<file path="src/rtl/ifetch_pkg.sv">
// Shared definitions for the instruction fetch unit: default widths matching
// the core, and the fetch FSM state encoding.
package ifetch_pkg;

  localparam int unsigned IADDR_WIDTH = 10;
  localparam int unsigned INSN_WIDTH  = 16;

  typedef enum logic [1:0] {
    IDLE = 2'd0,
    REQ  = 2'd1,
    DROP = 2'd2
  } fetch_state_t;

endpackage

</file>
<file path="src/rtl/ifetch_fifo.sv">
// Prefetch FIFO holding {address, instruction} pairs between memory and decode.
// Flush wins over push; count runs 0..depth.
module ifetch_fifo #(
  parameter int unsigned depth = 2,
  parameter int unsigned width = 26
) (
  input  logic                         clk,
  input  logic                         rst,
  input  logic                         flush,
  input  logic                         push,
  input  logic                         pop,
  input  logic [width-1:0]             din,
  output logic [width-1:0]             dout,
  output logic [$clog2(depth+1)-1:0]   count
);

  localparam int unsigned aw = (depth > 1) ? $clog2(depth) : 1;
  localparam logic [aw-1:0] last_idx = aw'(depth - 1);

  logic [width-1:0] mem [depth];
  logic [aw-1:0]    wr_ptr;
  logic [aw-1:0]    rd_ptr;

  function automatic logic [aw-1:0] next_ptr(input logic [aw-1:0] p);
    return (p == last_idx) ? '0 : p + 1'b1;
  endfunction

  always_ff @(posedge clk) begin
    if (push && !flush) mem[wr_ptr] <= din;
  end

  always_ff @(posedge clk or posedge rst) begin
    if (rst) begin
      wr_ptr <= '0;
      rd_ptr <= '0;
      count  <= '0;
    end else if (flush) begin
      wr_ptr <= '0;
      rd_ptr <= '0;
      count  <= '0;
    end else begin
      if (push) wr_ptr <= next_ptr(wr_ptr);
      if (pop)  rd_ptr <= next_ptr(rd_ptr);
      case ({push, pop})
        2'b10:   count <= count + 1'b1;
        2'b01:   count <= count - 1'b1;
        default: count <= count;
      endcase
    end
  end

  assign dout = mem[rd_ptr];

endmodule

</file>
<file path="src/rtl/ifetch.sv">
// Instruction fetch: fetch pointer and single-outstanding request FSM feeding
// the prefetch FIFO; redirects reload the pointer and flush buffered words.
module ifetch
  import ifetch_pkg::*;
#(
  parameter int unsigned             iaddr_width = IADDR_WIDTH,
  parameter int unsigned             insn_width  = INSN_WIDTH,
  parameter int unsigned             depth       = 2,
  parameter logic [iaddr_width-1:0]  reset_addr  = '0
) (
  input  logic                   clk,
  input  logic                   rst,
  input  logic                   redirect,
  input  logic [iaddr_width-1:0] redirect_addr,
  output logic                   mem_req,
  output logic [iaddr_width-1:0] mem_addr,
  input  logic                   mem_ack,
  input  logic [insn_width-1:0]  mem_rdata,
  output logic                   insn_valid,
  output logic [insn_width-1:0]  insn,
  output logic [iaddr_width-1:0] insn_addr,
  input  logic                   insn_ready
);

  localparam int unsigned cw = $clog2(depth + 1);
  localparam logic [cw:0] depth_lvl = (cw + 1)'(depth);

  fetch_state_t           state, state_next;
  logic [iaddr_width-1:0] fetch_addr, fetch_addr_next;
  logic [iaddr_width-1:0] drop_addr;
  logic [cw-1:0]          count;
  logic [cw:0]            level;
  logic                   push, pop, flush;
  logic                   room_idle, room_ack;

  assign pop        = insn_valid & insn_ready;
  assign flush      = redirect;
  assign insn_valid = (count != '0);
  assign mem_req    = (state != IDLE);

  // fetch_addr moves to the redirect target immediately, but the abandoned
  // request must keep presenting its original address until it is acked.
  assign mem_addr   = (state == DROP) ? drop_addr : fetch_addr;

  // Occupancy after this cycle's pop; a new request is only issued when the
  // response it will produce is guaranteed a free slot.
  assign level     = {1'b0, count} - {{cw{1'b0}}, pop};
  assign room_idle = (level < depth_lvl);
  assign room_ack  = ((level + 1'b1) < depth_lvl);

  always_comb begin
    state_next      = state;
    fetch_addr_next = fetch_addr;
    push            = 1'b0;
    case (state)
      IDLE: begin
        if (redirect || room_idle) state_next = REQ;
      end
      REQ: begin
        if (redirect) begin
          state_next = mem_ack ? REQ : DROP;
        end else if (mem_ack) begin
          push            = 1'b1;
          fetch_addr_next = fetch_addr + 1'b1;
          state_next      = room_ack ? REQ : IDLE;
        end
      end
      DROP: begin
        if (!redirect && mem_ack) state_next = REQ;
      end
      default: state_next = IDLE;
    endcase
    if (redirect) fetch_addr_next = redirect_addr;
  end

  always_ff @(posedge clk or posedge rst) begin
    if (rst) begin
      state      <= IDLE;
      fetch_addr <= reset_addr;
      drop_addr  <= reset_addr;
    end else begin
      state      <= state_next;
      fetch_addr <= fetch_addr_next;
      if (state == REQ && state_next == DROP) drop_addr <= fetch_addr;
    end
  end

  ifetch_fifo #(
    .depth (depth),
    .width (iaddr_width + insn_width)
  ) u_fifo (
    .clk   (clk),
    .rst   (rst),
    .flush (flush),
    .push  (push),
    .pop   (pop),
    .din   ({fetch_addr, mem_rdata}),
    .dout  ({insn_addr, insn}),
    .count (count)
  );

endmodule

</file>
<file path="config.mk">
export PLATFORM = sky130hd
export DESIGN_NAME = ifetch
export DESIGN_NICKNAME = d
export VERILOG_FILES = /design/src/rtl/ifetch_pkg.sv /design/src/rtl/ifetch_fifo.sv /design/src/rtl/ifetch.sv
export SDC_FILE = /design/constraint.sdc
export NUM_CORES = 1
export LEC_CHECK = 0
export ABC_AREA = 1
export CAP_MARGIN = 20
export CORE_UTILIZATION = 33
export CTS_CLUSTER_SIZE = 28
export DETAILED_ROUTE_END_ITERATION = 8
export DONT_BUFFER_PORTS = 1
export GPL_TIMING_DRIVEN = 0
export SYNTH_ARGS = -nofsm -noshare
export SYNTH_HDL_FRONTEND = slang
export SYNTH_SLANG_ARGS = --single-unit
</file>
<file path="constraint.sdc">
create_clock -name clk -period 2 [get_ports clk]
set_input_delay 0.1 -clock clk [delete_from_list [all_inputs] [get_ports clk]]
set_output_delay 0.1 -clock clk [all_outputs]
set_load 0.02 [all_outputs]
</file>
Word-level counts from Yosys, hierarchy flattened
Memories as Yosys holds them, arrays and structs flattened.
Cells that the tools add are included.
{"block": "word_totals", "mem_bits_rw": 52, "regBits": 26, "elab_cells": 60, "memories": 1}
{"memory": "u_fifo.mem", "words": 2, "word_bits": 26, "read_ports": 1, "rd_ports_with_merged_regs": 0, "wr": 1, "line": "ifetch_fifo.sv:20", "rtl": "logic [width-1:0] mem [depth];"}
{"block": "classes", "n_eq_ne": 5, "n_mux": 24, "reduce_logical": 14, "n_lt_le_gt_ge": 2, "add_sub_neg": 7, "bitwise_logic": 1}
{"cell": "$mux 10", "count": 4}
{"cell": "$mux 1", "count": 12}
{"cell": "$mux 2", "count": 6}
{"cell": "$reduce_bool 2->1", "count": 6}
{"cell": "$add 10x1->10 const B", "count": 1}
{"cell": "$eq 2x2->1 const B", "count": 3}
{"cell": "$lt 3x2->1 const B", "count": 2}
{"cell": "$pmux 2 s3", "count": 1}
{"cell": "$eq 2x1->1 const B", "count": 2}
{"cell": "$pmux 2 s2", "count": 1}
{"cell": "$add 3x1->3 const B", "count": 1}
{"cell": "$logic_and 1x1->1", "count": 3}
{"cell": "$reduce_bool 3->1", "count": 1}
{"cell": "$sub 2x1->3", "count": 1}
{"cell": "$add 1x1->1 const B", "count": 2}
{"cell": "$add 2x1->2 const B", "count": 1}
{"cell": "$logic_not 2->1", "count": 1}
{"cell": "$reduce_and 2->1", "count": 1}
{"cell": "$sub 2x1->2 const B", "count": 1}
{"cell": "$and 1x1->1", "count": 1}
{"cell": "$logic_not 1->1", "count": 1}
{"cell": "$logic_or 1x1->1", "count": 1}

Depth between registers and ports, before layout
{"block": "depth", "word_depth": 11, "ltp_mapped": 11, "mapped_depth_nobuf": 11}

Modules after synthesis
From an unflattened synthesis, not the netlist that was laid out.
{"block": "hier_totals", "cells_unflattened": 309, "area_unflattened_um2": 3559.7}
{"module": "ifetch_fifo", "area_each_um2": 2203.4, "cells_each": 116, "instances": 1}
{"module": "ifetch", "area_each_um2": 1356.3, "cells_each": 193, "instances": 1}

Worst setup path before layout
Ideal clock, no wire load.
{"block": "synth_timing", "path_kind": "register -> register", "startpoint": "register state[0]", "endpoint": "memory u_fifo.mem[0][0], enable pin", "path_stages_with_launch": 5, "setup_slack_ns": -0.218, "n_path_buf": 0, "required_time_ns": 1.590, "t_arrival_ns": 1.808, "period_less_slack_ns": 2.218, "path_cell_list": "dfrtp_1 inv_2 nor2_2 nand2_2 nor2_1"}
{"block": "synth_between", "elab_chain_len": 5}
{"element": "start, declared", "line": "ifetch.sv:28", "rtl": "fetch_state_t state, state_next;"}
{"element": "start signal, assigned", "line": "ifetch.sv:82", "rtl": "state <= state_next;"}
{"element": "$eq 2x1->1", "line": "ifetch.sv:55", "rtl": "case (state)"}
{"element": "$mux 1", "line": "ifetch.sv:55"}
{"element": "$logic_and 1x1->1", "line": "ifetch_fifo.sv:29", "rtl": "if (push && !flush) mem[wr_ptr] <= din;"}
{"element": "$mux 1", "line": "ifetch_fifo.sv:29"}
{"element": "$mux 1 (implied by the code)", "line": "ifetch_fifo.sv:29"}
{"element": "end, declared", "line": "ifetch_fifo.sv:20"}
Every way passes these cells.

Worst setup path after layout
{"block": "layout_timing", "startpoint": "input redirect", "endpoint": "register fetch_addr[1]"}
{"block": "layout_between", "elab_chain_len": 2}
{"element": "start, declared", "line": "ifetch.sv:13", "rtl": "input logic redirect,"}
{"element": "$reduce_bool 2->1 (no source line)"}
{"element": "$reduce_and 2->1 (no source line)"}
{"element": "end signal, assigned", "line": "ifetch.sv:79", "rtl": "fetch_addr <= reset_addr;"}
{"element": "end signal, assigned", "line": "ifetch.sv:83", "rtl": "fetch_addr <= fetch_addr_next;"}
{"element": "end, declared", "line": "ifetch.sv:29", "rtl": "logic [iaddr_width-1:0] fetch_addr, fetch_addr_next;"}
Parallel ways exist; a longest one is shown, timed or not.
A chain may end at the register's enable or synchronous reset.

==> results.yml <==
outcome:
  status: "completed"
setup_path:
  slowest_stage: "dlygate4sd3_1"
  critPathBufInv: 2
  end_kind: "flop"
  reg2reg_depth: 11
  path_class: "input pin to flop"
  crit_family: "buffers and inverters"
  r2r-start: "u_fifo.count[0]$_DFFE_PP0P_"
  critical_path_depth: 7
  required_ns: 2.29
  path_cells: "dlygate4sd3_1, nor2_1, nand2_2, nand2_4, nor2_1, a31oi_1, dlygate4sd3_1"
  reg2reg_slack_ns: 0.16
  critPathMaxStageDelay_ns: 0.62
  endpoint: "fetch_addr[1]$_DFFE_PP0P_"
  arrival_ns: 2.15
  cp-start-kind: "input pin"
  reg2reg_to: "state[0]$_DFF_PP0_"
  crit_start: "redirect"
  path_max_fanout: 8
yosys:
  ys_seq_elements: 78
  ys_types: 26
  syn_nets: 377
  yosysWarnings: 0
  yosysSeqAreaShare_pct: 65.5
  syn-instance-count: 342
  synth_area_um2: 3380
  avgSynthCellArea_um2: 9.88
hold_path:
  hp-start: "mem_ack"
  min_path_type: "input pin to flop"
power:
  power_leakage_nw: 1.75
  ir_drop_mv: 0.567
  p_per_area_nw_per_um2: 1210
final_layout:
  drive_above_1_share_pct: 9.46
  design_area_um2: 4140
  diodes: 0
  final_nets: 422
  fillCellCount: 955
  area_growth_syn_to_layout_pct: 22.5
grt:
  antenna_found_initial: 0
  grtUsageTotal_pct: 14.5
  grt_start_max_net_pins: 27
  grt_pass1_wl_um: 11600
  grt_pass1_vias: 2388
  grt.overflow.total: 0
placement:
  place_ws_ns: 0.0158
  place_congestion: 0.784
  io_buffer_count: 0
  dpl_cell_area_um2: 3610
  dp_hpwl_um: 4940
clock_tree:
  cts_tree: "built"
  htreeDepth: 3
  clkSinkCount: 78
  cts_root_buf: "clkbuf_8"
  clockBufferDepth: 2
  cts.clk_slew.worst_paths_ns: 0.08
  clk_latency_ns: 0.35
  cts_buffers: 9
drt:
  viasPerCell: 4.65
  vias: 2435
  drc: 0
  dr.pass1.iters: 6
  wl_um: 7360
  drtIter0Drc: 98
  wl_per_cell_um: 14.0
  ant_nets: 0
sta:
  finalCriticalPeriod_ns: 1.86
  rsz0062_at_grt: "no"
  fin_crit_sh_pct: 93.1
  fmax_ghz: 0.537
  drv_slew: 0
  worst_pin_slew_ns: 0.704
  hold_viol_final: 0
  skew_ns: 0.0121
  tns_ns: 0
  slew_headroom_pct: 52.6
  setup_slack_ns: 0.139
  setup_viol: 0
floorplan:
  core_area_um2: 9860
  row_count: 36
  die_w_um: 103
  die_height_um: 103
  initial_core_util_pct: 34.3
  io_pins: 69
  dieArea_um2: 10600
job:
  maxCapViolations: 0
-- cells by family after synthesis --
| logic type | Yosys count | share of synthesized area, % |
|---|---|---|
| compound gates | 36 | 5.74 |
| xor+xnor | 5 | 1.30 |
| fa+ha+maj | 4 | 1.48 |
| buf+inv | 39 | 4.55 |
| flops | 78 | 65.5 |
| simple gates | 180 | 21.5 |
-- worst reg2reg max path: stages (launching register included) --
cell and delay, ns:
dfrtp_1 0.41, nor2_2 0.13, nor2_1 0.09, ha_1 0.20, ha_1 0.29, inv_1 0.04
ha_1 0.19, xnor2_1 0.12, nand2_1 0.06, nand2_1 0.04, nand2_1 0.06, o211ai_1 0.08
-- power by group --
part	internal, mW	switching [mW]
logic	0.459	1.19
clock network	0.569	0.554
registers	2.04	0.190
-- per-layer routing --
| layer | wire (µm) | vias up | part of all wire [%] | global-route usage (%) |
|---|---|---|---|---|
| li1 | - | 1202 | - | - |
| met1 | 3310 | 1134 | 45 | 17.7 |
| met2 | 3460 | 92 | 47 | 24.6 |
| met3 | 554 | 7 | 7.5 | 5.24 |
| met4 | 36 | 0 | 0.49 | 3.47 |
| met5 | 0 | - | 0 | 0 |
-- synth_stat cells (all sizes together) --
cell	count	area, µm²
ha	4	50.1
buf	7	33.8
nand3	15	75.1
clkinv	1	3.75
a31oi	1	6.26
o21bai	1	7.51
nand2	142	546
edfxtp	52	1560
dfrtp	26	651
nor2	21	93.8
o21ai	26	130
a21oi	4	20.0
xnor2	3	26.3
o211ai	4	30.0
inv	29	109
nor3	1	5.00
clkbuf	2	7.51
xor2	2	17.5
nand4	1	6.26
-- layout make-up --
cell class                 count  area, µm²  share of cell area [%]
clock buffer                   9        124                    2.99
buffer                         9       41.3                   0.997
multi-input combinational    225       1030                    24.9
clock inverter                 6       62.6                    1.51
sequential                    78       2210                    53.4
inverter                      30        113                    2.72
tap                          133        166                    4.02
timing repair buffer          34        390                    9.43
-- timing repair --
item | 4_1_cts | 5_1_grt
endpoints found under the setup margin | 15 | 3
hold buffers | 30 | 0
gates cloned | 0 | 0
hold endpoints to repair | 70 | 0
buffers inserted | 0 | 1
gates resized for setup | 2 | 3
-- cell usage in the layout, fill, tap and decap left out, drive strengths merged --
cell type / count
edfxtp: 52
a21oi: 4
ha: 4
o21bai: 1
xor2: 2
o211ai: 4
bufinv: 1
nand3: 15
nor2: 21
nand4: 1
nand2: 142
o21ai: 26
nor3: 1
dlygate4sd3: 30
buf: 11
clkinv: 5
xnor2: 3
inv: 30
clkbuf: 11
a31oi: 1
dfrtp: 26
-- registers in the layout (all words and copies together) (netlist names) --
| name | flops |
|---|---|
| fetch_addr | 10 |
| drop_addr | 10 |
| u_fifo.wr_ptr | 1 |
| state | 2 |
| u_fifo.count | 2 |
| u_fifo.rd_ptr | 1 |
| u_fifo.mem | 52 |
-- worst min-delay path by stage --
stage | cells after the start | endpoint | slack [ns]
after CTS | 2 | state[0]$_DFF_PP0_ | 0.007
after global routing | 2 | state[0]$_DFF_PP0_ | 0.02
after detailed placement | 0 | u_fifo.mem[0][0]$_DFFE_PP_ | 0.20
after global placement | 0 | u_fifo.mem[0][12]$_DFFE_PP_ | 0.20
final | 2 | state[0]$_DFF_PP0_ | 0.02
after floorplan | 1 | drop_addr[0]$_DFFE_PP0P_ | 0.14
-- per-stage QoR --
stage / utilization (%) / hold slack [ns] / power, mW / std cells
final: 42.0 / 0.0155 / 4.99 / 524
after floorplan: - / 0.140 / 3.46 / 342
after global routing: 42.0 / 0.0176 / 5.35 / 524
after CTS: 41.6 / 0.00707 / 5.02 / 522
after global placement: 36.0 / 0.199 / 3.74 / 475
after detailed placement: 36.6 / 0.199 / 3.82 / 477
No activity file was read; power rests on OpenSTA's default activity.
